<file path="src/rtl/spi_level_tx_if.sv">
// -----------------------------------------------------------------------------
// spi_level_tx_if
// Valid/ready word handshake between a level-word source and spi_level_tx.
//   tx_data  : word to send, sampled by the sink only on the accept edge
//   tx_valid : source holds a word (must stay high until accepted)
//   tx_ready : sink can take a word this cycle (registered in the sink)
// Modports: master = word source, slave = spi_level_tx.
// -----------------------------------------------------------------------------
interface spi_level_tx_if #(
  parameter int DATA_W = 16
);
  logic [DATA_W-1:0] tx_data;
  logic              tx_valid;
  logic              tx_ready;

  modport master (
    output tx_data,
    output tx_valid,
    input  tx_ready
  );

  modport slave (
    input  tx_data,
    input  tx_valid,
    output tx_ready
  );
endinterface

</file>
<file path="src/rtl/spi_level_tx.sv">
// -----------------------------------------------------------------------------
// spi_level_tx
// SPI mode-0 master sending one DATA_W-bit level word per frame, MSB first,
// to the downstream SPI-slave PWM/LED stage. sclk is derived by dividing clk;
// cs_n setup/hold/idle times are sized for the slave's 3-flop cs_n synchroniser.
// Ports:
//   i_clk        : system clock (single domain)
//   i_rst        : synchronous active-high reset
//   io           : word handshake (tx_data / tx_valid / tx_ready), slave side
//   o_busy       : frame or inter-frame gap in progress
//   o_frame_done : one-cycle pulse on the cycle cs_n returns high
//   o_cs_n       : SPI chip select, active low
//   o_sclk       : SPI clock, idles low
//   o_sdi        : SPI data, MSB first
// All outputs come straight from flops.
// -----------------------------------------------------------------------------
module spi_level_tx #(
  parameter int DATA_W   = 16,
  parameter int CLK_DIV  = 4,
  parameter int CS_SETUP = 2,
  parameter int CS_HOLD  = 2,
  parameter int CS_IDLE  = 4
) (
  input  logic             i_clk,
  input  logic             i_rst,
  spi_level_tx_if.slave    io,
  output logic             o_busy,
  output logic             o_frame_done,
  output logic             o_cs_n,
  output logic             o_sclk,
  output logic             o_sdi
);

  // One shared phase counter serves SETUP, SHIFT half-periods, HOLD and GAP,
  // so it is sized for the largest of those terminal counts.
  localparam int MAX_A   = (CLK_DIV > CS_SETUP) ? CLK_DIV : CS_SETUP;
  localparam int MAX_B   = (CS_HOLD > CS_IDLE) ? CS_HOLD : CS_IDLE;
  localparam int CNT_MAX = (MAX_A > MAX_B) ? MAX_A : MAX_B;
  localparam int CNT_W   = (CNT_MAX > 1) ? $clog2(CNT_MAX) : 1;
  localparam int BIT_W   = (DATA_W > 1) ? $clog2(DATA_W) : 1;

  localparam logic [CNT_W-1:0] SETUP_LAST = CNT_W'(CS_SETUP - 1);
  localparam logic [CNT_W-1:0] DIV_LAST   = CNT_W'(CLK_DIV - 1);
  localparam logic [CNT_W-1:0] HOLD_LAST  = CNT_W'(CS_HOLD - 1);
  // tx_ready is registered, so it is raised one cycle before the gap ends;
  // the earliest accept edge then lands exactly CS_IDLE cycles after cs_n rose.
  localparam logic [CNT_W-1:0] GAP_LAST   = CNT_W'(CS_IDLE - 2);
  localparam logic [BIT_W-1:0] BIT_LAST   = BIT_W'(DATA_W - 1);

  localparam logic [2:0] ST_IDLE  = 3'd0;
  localparam logic [2:0] ST_SETUP = 3'd1;
  localparam logic [2:0] ST_SHIFT = 3'd2;
  localparam logic [2:0] ST_HOLD  = 3'd3;
  localparam logic [2:0] ST_GAP   = 3'd4;

  // Parameter legality, rejected at elaboration.
  generate
    if (DATA_W < 1) begin : g_chk_data_w
      $error("spi_level_tx: DATA_W must be >= 1");
    end
    if (CLK_DIV < 1) begin : g_chk_clk_div
      $error("spi_level_tx: CLK_DIV must be >= 1");
    end
    if (CS_SETUP < 1) begin : g_chk_cs_setup
      $error("spi_level_tx: CS_SETUP must be >= 1");
    end
    if (CS_HOLD < 1) begin : g_chk_cs_hold
      $error("spi_level_tx: CS_HOLD must be >= 1");
    end
    if (CS_IDLE < 3) begin : g_chk_cs_idle
      $error("spi_level_tx: CS_IDLE must be >= 3");
    end
  endgenerate

  logic [2:0]        r_state;
  logic [CNT_W-1:0]  r_cnt;
  logic [BIT_W-1:0]  r_bit;
  logic [DATA_W-1:0] r_shift;
  logic              r_cs_n;
  logic              r_sclk;
  logic              r_sdi;
  logic              r_tx_ready;
  logic              r_busy;
  logic              r_frame_done;

  logic              w_accept;
  logic [DATA_W-1:0] w_shift_next;

  assign w_accept     = io.tx_valid & r_tx_ready;
  assign w_shift_next = r_shift << 1;

  // Frame sequencer: IDLE -> SETUP -> SHIFT -> HOLD -> GAP -> IDLE.
  always_ff @(posedge i_clk) begin
    if (i_rst) begin
      r_state      <= ST_IDLE;
      r_cnt        <= '0;
      r_bit        <= '0;
      r_shift      <= '0;
      r_cs_n       <= 1'b1;
      r_sclk       <= 1'b0;
      r_sdi        <= 1'b0;
      r_tx_ready   <= 1'b0;
      r_busy       <= 1'b0;
      r_frame_done <= 1'b0;
    end else begin
      r_frame_done <= 1'b0;
      case (r_state)
        ST_IDLE: begin
          if (w_accept) begin
            r_shift    <= io.tx_data;
            r_sdi      <= io.tx_data[DATA_W-1];
            r_cs_n     <= 1'b0;
            r_tx_ready <= 1'b0;
            r_busy     <= 1'b1;
            r_cnt      <= '0;
            r_bit      <= '0;
            r_state    <= ST_SETUP;
          end else begin
            r_tx_ready <= 1'b1;
            r_busy     <= 1'b0;
          end
        end

        ST_SETUP: begin
          if (r_cnt == SETUP_LAST) begin
            r_sclk  <= 1'b1;
            r_cnt   <= '0;
            r_state <= ST_SHIFT;
          end else begin
            r_cnt <= r_cnt + 1'b1;
          end
        end

        ST_SHIFT: begin
          if (r_cnt == DIV_LAST) begin
            r_cnt  <= '0;
            r_sclk <= ~r_sclk;
            // Data only moves on falling sclk so it is stable across each rise.
            if (r_sclk) begin
              if (r_bit == BIT_LAST) begin
                r_state <= ST_HOLD;
              end else begin
                r_bit   <= r_bit + 1'b1;
                r_shift <= w_shift_next;
                r_sdi   <= w_shift_next[DATA_W-1];
              end
            end
          end else begin
            r_cnt <= r_cnt + 1'b1;
          end
        end

        ST_HOLD: begin
          if (r_cnt == HOLD_LAST) begin
            r_cs_n       <= 1'b1;
            r_sdi        <= 1'b0;
            r_frame_done <= 1'b1;
            r_cnt        <= '0;
            r_state      <= ST_GAP;
          end else begin
            r_cnt <= r_cnt + 1'b1;
          end
        end

        ST_GAP: begin
          if (r_cnt == GAP_LAST) begin
            r_tx_ready <= 1'b1;
            r_busy     <= 1'b0;
            r_cnt      <= '0;
            r_state    <= ST_IDLE;
          end else begin
            r_cnt <= r_cnt + 1'b1;
          end
        end

        default: begin
          r_state    <= ST_IDLE;
          r_cnt      <= '0;
          r_bit      <= '0;
          r_cs_n     <= 1'b1;
          r_sclk     <= 1'b0;
          r_sdi      <= 1'b0;
          r_tx_ready <= 1'b0;
          r_busy     <= 1'b0;
        end
      endcase
    end
  end

  assign io.tx_ready  = r_tx_ready;
  assign o_busy       = r_busy;
  assign o_frame_done = r_frame_done;
  assign o_cs_n       = r_cs_n;
  assign o_sclk       = r_sclk;
  assign o_sdi        = r_sdi;

endmodule

</file>
<file path="src/flat_wrapper.sv">
// flat-port wrapper written by rule: the top's interface ports become plain ports
module spi_level_tx_flat 
#(
  parameter int DATA_W   = 16,
  parameter int CLK_DIV  = 4,
  parameter int CS_SETUP = 2,
  parameter int CS_HOLD  = 2,
  parameter int CS_IDLE  = 4
)
  (i_clk, i_rst, o_busy, o_frame_done, o_cs_n, o_sclk, o_sdi, io_tx_data, io_tx_valid, io_tx_ready);
  spi_level_tx_if #(.DATA_W(DATA_W)) io_i ();
  input  logic i_clk;
  input  logic i_rst;
  output logic o_busy;
  output logic o_frame_done;
  output logic o_cs_n;
  output logic o_sclk;
  output logic o_sdi;
  input wire logic [$bits(io_i.tx_data)-1:0] io_tx_data;
  input wire logic [$bits(io_i.tx_valid)-1:0] io_tx_valid;
  output wire logic [$bits(io_i.tx_ready)-1:0] io_tx_ready;
  assign io_i.tx_data = io_tx_data;
  assign io_i.tx_valid = io_tx_valid;
  assign io_tx_ready = io_i.tx_ready;
  spi_level_tx #(.DATA_W(DATA_W), .CLK_DIV(CLK_DIV), .CS_SETUP(CS_SETUP), .CS_HOLD(CS_HOLD), .CS_IDLE(CS_IDLE)) u_core (.i_clk(i_clk), .i_rst(i_rst), .io(io_i), .o_busy(o_busy), .o_frame_done(o_frame_done), .o_cs_n(o_cs_n), .o_sclk(o_sclk), .o_sdi(o_sdi));
endmodule
</file>
<file path="config.mk">
export PLATFORM = sky130hd
export DESIGN_NAME = spi_level_tx_flat
export DESIGN_NICKNAME = d
export VERILOG_FILES = /design/src/rtl/spi_level_tx_if.sv /design/src/rtl/spi_level_tx.sv /design/src/flat_wrapper.sv
export SDC_FILE = /design/constraint.sdc
export NUM_CORES = 1
export LEC_CHECK = 0
export CAP_MARGIN = 20
export CORE_MARGIN = 5
export CORE_UTILIZATION = 40
export DETAILED_ROUTE_END_ITERATION = 10
export PLACE_DENSITY = 0.7
export SKIP_CTS_REPAIR_TIMING = 1
export SYNTH_ARGS = -nofsm -noshare
export SYNTH_HDL_FRONTEND = slang
export SYNTH_SLANG_ARGS = --single-unit
</file>
<file path="constraint.sdc">
create_clock -name i_clk -period 2.2 [get_ports i_clk]
set_clock_uncertainty 0.05 [all_clocks]
set_input_delay 0.44 -clock i_clk [delete_from_list [all_inputs] [get_ports i_clk]]
set_output_delay 0.44 -clock i_clk [all_outputs]
set_load 0.02 [all_outputs]
</file>
==> reports/qor.yml, run 1 <==
hp-start: "u_core.r_bit[2]$_SDFFE_PP0P_"
cts_tree: "done"
clock.fmax_ghz: 0.536
reg2reg_from: "u_core.r_state[0]$_SDFFE_PP0P_"
cts_max_level: 2
finalSetupTns_ps: 0
num_rows: 24
nNetsFinal: 236
hpwlAfterDp_um: 2520
syn_nets: 212
clk_pin_slew_ps: 60
clock_path_buffers: 2
cp_slowest_cell: "clkdlybuf4s50_1"
grt_usage: 0.142
drc: 0
crit_path_end_kind: "output port"
path_class: "flip-flop to output port"
clkLatencyLatePin_ps: 280
die_y_um: 75.8
synth_seq_area_share: 0.347
yosysWarnings: 0
maxCapViolations: 0
crit_fanout: 5
grt_pass1_vias: 1344
grt_max_degree: 30
whs_ps: 447
totalWireLength_um: 3810
initial_core_util: 0.406
drive_gt1_frac: 0.152
setup-violations-final: 0
syn_area_mm2: 0.00173
finalHoldViolCount: 0
critPathBufInv: 1
firstDrtPassIters: 4
slowest_delay_ps: 650
cp-startpoint: "u_core.io.tx_ready$_SDFFE_PP0P_"
tightestPinTransition_ps: 663
dp.cells: 255
max_slew_margin: 0.558
cts_buffers: 5
grt_antenna_before_repair: 0
ys_seq_elements: 30
worstPathRequired_ps: 1710
synth_flop_cell: "dfxtp_1"
gp_congestion: 0.732
cp_data_arrival_time_ps: 1380
r2r_slack_ps: 340
cp-start-kind: "flip-flop"
rsz0062_at_grt: "false"
yosysUniqueCellTypes: 51
io_pins: 25
via_per_inst: 5.46
power_leakage_nw: 0.747
period_minus_slack_ps: 1870
cts_root_buf: "clkbuf_8"
overflow: 0
route.vias.total: 1436
die-area_mm2: 0.00575
area_delta_synth_final_pct: 23.5
diodes: 0
crit_chain: "clkdlybuf4s50_1"
synth-async-reset-ratio: 0
synth_edf_count: 0
ant_nets: 0
io_buffers: 24
first_iter_violations: 77
fp.dieW_um: 75.8
grt_first_pass_wirelength_um: 6200
synth.avg_cell_area_um2: 9.32
fin_crit_sh: 0.848
core_area_mm2: 0.00426
hp-class: "flip-flop to flip-flop"
pwr_density_cell_mw_per_mm2: 739
finalMaxSlewViolations: 0
clock_sinks: 30
irDropWorstVdd_v: 0.000262
wl_per_cell_um: 14.5
outcome: "finished, final reports clean"
synthCells: 186
cp_top_family: "buffers and inverters"
fin_cells: 263
per-layer routing:
metal / up-vias / share of wire / GRT usage
met5: - / 0 / 0
met4: 0 / 0.011 / 0.0583
li1: 734 / - / -
met2: 22 / 0.47 / 0.227
met3: 5 / 0.029 / 0.0396
met1: 675 / 0.49 / 0.180
flip-flops by register name, indices dropped and copies added (netlist names):
signal               count
u_core.r_cnt             2
u_core.r_state           3
u_core.o_cs_n            1
u_core.io.tx_ready       1
u_core.o_sclk            1
u_core.r_bit             4
u_core.r_shift          15
u_core.o_busy            1
u_core.o_sdi             1
u_core.o_frame_done      1
Yosys cell counts (3+ instances only):
master    count  area share
nor2b_1       3       0.011
o21ai_0       3      0.0087
inv_1         5       0.011
buf_2         3      0.0087
ha_1          7       0.051
a21oi_1      24       0.069
mux2i_1      15       0.087
clkbuf_1      5       0.011
nor2_1        9       0.019
nand3_1       3      0.0087
a211oi_1      9       0.039
a211oi_2      8       0.058
nand2_1      12       0.026
dfxtp_1      30        0.35
o211ai_1      4       0.017
worst paths after layout:
kind | to | depth (start not counted)
hold / removal | u_core.r_bit[2]$_SDFFE_PP0P_ | 2
setup / recovery | io_tx_ready | 1
hold reg to reg | u_core.r_bit[2]$_SDFFE_PP0P_ | 2
setup reg to reg | u_core.r_shift[0]$_SDFFE_PP0P_ | 4
cells by family after synthesis:
kind of cell    synth area share
flops                      0.347
xor+xnor                 0.00506
simple gates               0.176
compound gates             0.259
buf+inv                   0.0628
fa+ha+maj                 0.0505
mux                       0.0996
stage by stage:
stage | power [mW] | worst slack (ps) | utilization | area, um2
4_1_cts | 1.59 | 320 | 0.502 | 2140
3_5_place_dp | 0.895 | 274 | 0.468 | 2000
5_1_grt | 1.65 | 179 | 0.502 | 2140
2_1_floorplan | 0.804 | 462 | - | 1730
3_3_place_gp | 0.892 | 285 | 0.468 | 2000
6_report | 1.58 | 333 | 0.502 | 2140
layout by cell type (no fill, tap or decap), types with 4 or more instances in the layout:
| master | netlist | final |
|---|---|---|
| a21oi_1 | 24 | 24 |
| a211oi_2 | 8 | 8 |
| inv_1 | 5 | 5 |
| clkdlybuf4s50_1 | 0 | 24 |
| a211oi_1 | 9 | 9 |
| nor2_1 | 9 | 9 |
| nand2_1 | 12 | 12 |
| ha_1 | 7 | 7 |
| clkbuf_8 | 0 | 6 |
| buf_4 | 2 | 6 |
| mux2i_1 | 15 | 15 |
| dfxtp_1 | 30 | 30 |
| o211ai_1 | 4 | 4 |
power breakdown:
part / leakage, nW / switching (mW) / internal [mW]
clock network: 0.0714 / 0.212 / 0.483
logic: 0.430 / 0.132 / 0.131
registers: 0.245 / 0.0391 / 0.584
cell type report:
cell class              instances  area, um2
fillers                       401       2120
multi-input cells             137       1020
flip-flops and latches         30        601
repair buffers                 30        285
clock buffers                   6       82.6
well taps                      52       65.1
clock inverters                 2       60.1
inverters                       6       22.5
Power figures use the tool's default switching activity.
==> run 2, diff against run 1 <==
--- a/config.mk
+++ b/config.mk
@@ -9,7 +9,7 @@
 export CORE_MARGIN = 5
 export CORE_UTILIZATION = 40
 export DETAILED_ROUTE_END_ITERATION = 10
-export PLACE_DENSITY = 0.7
+export PLACE_DENSITY = 0.72
 export SKIP_CTS_REPAIR_TIMING = 1
 export SYNTH_ARGS = -nofsm -noshare
 export SYNTH_HDL_FRONTEND = slang
==> constraint.sdc (replaced) <==
create_clock -name i_clk -period 1.5 [get_ports i_clk]
set_clock_uncertainty 0.05 [all_clocks]
set_input_delay 0.3 -clock i_clk [delete_from_list [all_inputs] [get_ports i_clk]]
set_output_delay 0.3 -clock i_clk [all_outputs]
set_load 0.02 [all_outputs]
==> reports/qor.yml, run 2 (same netlist as run 1, synthesis figures left out) <==
layout_common_cells: "buf_4 (30), dfxtp_1 (25), clkdlybuf4s50_1 (18)"
die_y_um: 75.8
max_slew_margin: 0.783
grt_first_pass_wirelength_um: 7280
fill_cells: 359
initial_core_util: 0.406
totalWireLength_um: 4900
cp_data_arrival_time_ps: 1660
tightestPinTransition_ps: 324
grt-busiest-layer: "met2"
core_area_mm2: 0.00426
period_minus_slack_ps: 1500
nNetsFinal: 271
drive_gt1_frac: 0.407
cts_root_buf: "clkbuf_8"
min_path_cells: 2
diodes: 0
grt_max_degree: 24
largest_reg_flops: 15
clock_path_buffers: 2
p_sw_frac: 0.302
path_class: "flip-flop to flip-flop"
clkLatencyLatePin_ps: 290
finalHoldViolCount: 0
route.vias.total: 1655
fin_crit_sh: 0.997
r2r-end: "u_core.r_shift[11]$_SDFFE_PP0P_"
crit_path_end_kind: "flip-flop"
io_pins: 25
reg2reg_from: "u_core.r_bit[0]$_SDFFE_PP0P_"
area_delta_synth_final_pct: 50.0
seqPwrFrac: 0.418
use_met3: 0.0449
outcome: "finished, final reports clean"
grt_usage: 0.167
regArea_um2: 612
overflow: 0
first_iter_violations: 94
hpwlAfterDp_um: 3080
regMostFlops: "u_core.r_shift"
grt_use_met1: 0.204
ant_nets: 0
hp-class: "flip-flop to flip-flop"
finish.utilization: 0.609
wl_per_cell_um: 16.4
grt_pass1_vias: 1609
worstPathRequired_ps: 1660
finalMaxSlewViolations: 0
maxCapViolations: 0
firstDrtPassIters: 4
mostFrequentLayoutCell: "buf_4"
cts_buffers: 5
setup-violations-final: 0
grt_antenna_before_repair: 0
combPwrFrac: 0.260
finalSetupTns_ps: 0
die-area_mm2: 0.00575
place_ws_ps: -258
intPower_mw: 1.51
irDropWorstVdd_v: 0.000430
multi_input_area_mm2: 0.00119
num_rows: 24
fin_cells: 298
r2r_cells: 7
io_buffers: 24
drc: 0
clock_sinks: 30
endpoint: "u_core.r_shift[11]$_SDFFE_PP0P_"
use_met2: 0.272
cp-startpoint: "u_core.r_bit[0]$_SDFFE_PP0P_"
p_sw_uw: 656
fp.dieW_um: 75.8
r2r_slack_ps: 4
power_leakage_nw: 1.02
setup_slack_ps: 3.78
largest_registers: "u_core.r_shift (15), u_core.r_bit (4), u_core.r_state (3)"
rsz0062_at_grt: "true"
crit_fanout: 5
cts_max_level: 2
cts_tree: "done"
clk_pin_slew_ps: 70
via_per_inst: 5.55
clock.fmax_ghz: 0.668
cp-start-kind: "flip-flop"
pwr_density_cell_mw_per_mm2: 835
clkPwrFrac: 0.321
gp_congestion: 0.756
dp.cells: 283
-- run 2: changes by cell type in the layout (fill, tap and decap cells not counted), sizes merged --
| cell | delta |
|---|---|
| clkinv | +1 |
| bufinv | -2 |
| buf | +33 |
| and2 | +2 |
| clkdlybuf4s50 | -6 |
| clkinvlp | +1 |
| dlymetal6s2s | +6 |
-- run 2: stage by stage --
stage | hold slack [ps] | area [um2] | power [mW]
finish | 450 | 2600 | 2.17
global route | 471 | 2600 | 2.27
CTS | 454 | 2370 | 2.08
detailed placement | 446 | 2270 | 1.39
global placement | 435 | 2270 | 1.38
floorplan | 413 | 1760 | 1.18
-- run 2: worst min-delay path by stage --
stage	from	to	slack (ps)
final	u_core.r_shift[12]$_SDFFE_PP0P_	u_core.r_shift[12]$_SDFFE_PP0P_	450
after global routing	u_core.r_shift[12]$_SDFFE_PP0P_	u_core.r_shift[12]$_SDFFE_PP0P_	470
after CTS	u_core.r_bit[2]$_SDFFE_PP0P_	u_core.r_bit[2]$_SDFFE_PP0P_	450
after detailed placement	u_core.r_bit[2]$_SDFFE_PP0P_	u_core.r_bit[2]$_SDFFE_PP0P_	450
after global placement	u_core.o_busy$_SDFFE_PP0P_	u_core.o_busy$_SDFFE_PP0P_	430
after floorplan	u_core.r_bit[2]$_SDFFE_PP0P_	u_core.r_bit[2]$_SDFFE_PP0P_	410
-- run 2: cell type report --
type | instances | share of cell area
Inverter | 6 | 0.00867
Tap cell | 52 | 0.0250
Clock buffer | 6 | 0.0318
Multi-Input combinational cell | 139 | 0.459
Clock inverter | 2 | 0.00481
Sequential cell | 30 | 0.235
Timing Repair Buffer | 63 | 0.235
-- run 2: power groups by stage --
stage | Combinational [mW] | Clock, mW | Sequential, mW
2_1_floorplan | 0.250 | 0 | 0.930
3_3_place_gp | 0.462 | 0 | 0.913
3_5_place_dp | 0.473 | 0 | 0.913
4_1_cts | 0.475 | 0.706 | 0.896
5_1_grt | 0.607 | 0.751 | 0.914
6_report | 0.565 | 0.697 | 0.907
-- run 2: critical path, cell delays in order, from the launching register on --
cell and delay [ps]:
dfxtp_4 350, ha_4 160, and3_4 200, o21ai_4 170, buf_6 130, buf_6 110, a21oi_2 60, a211oi_2 180
-- run 2: layer usage --
| layer | part of all wire | up-vias | wire length, um |
|---|---|---|---|
| li1 | - | 804 | - |
| met1 | 0.44 | 807 | 2140 |
| met2 | 0.50 | 39 | 2450 |
| met3 | 0.047 | 5 | 228 |
| met4 | 0.017 | 0 | 82 |
| met5 | 0 | - | 0 |
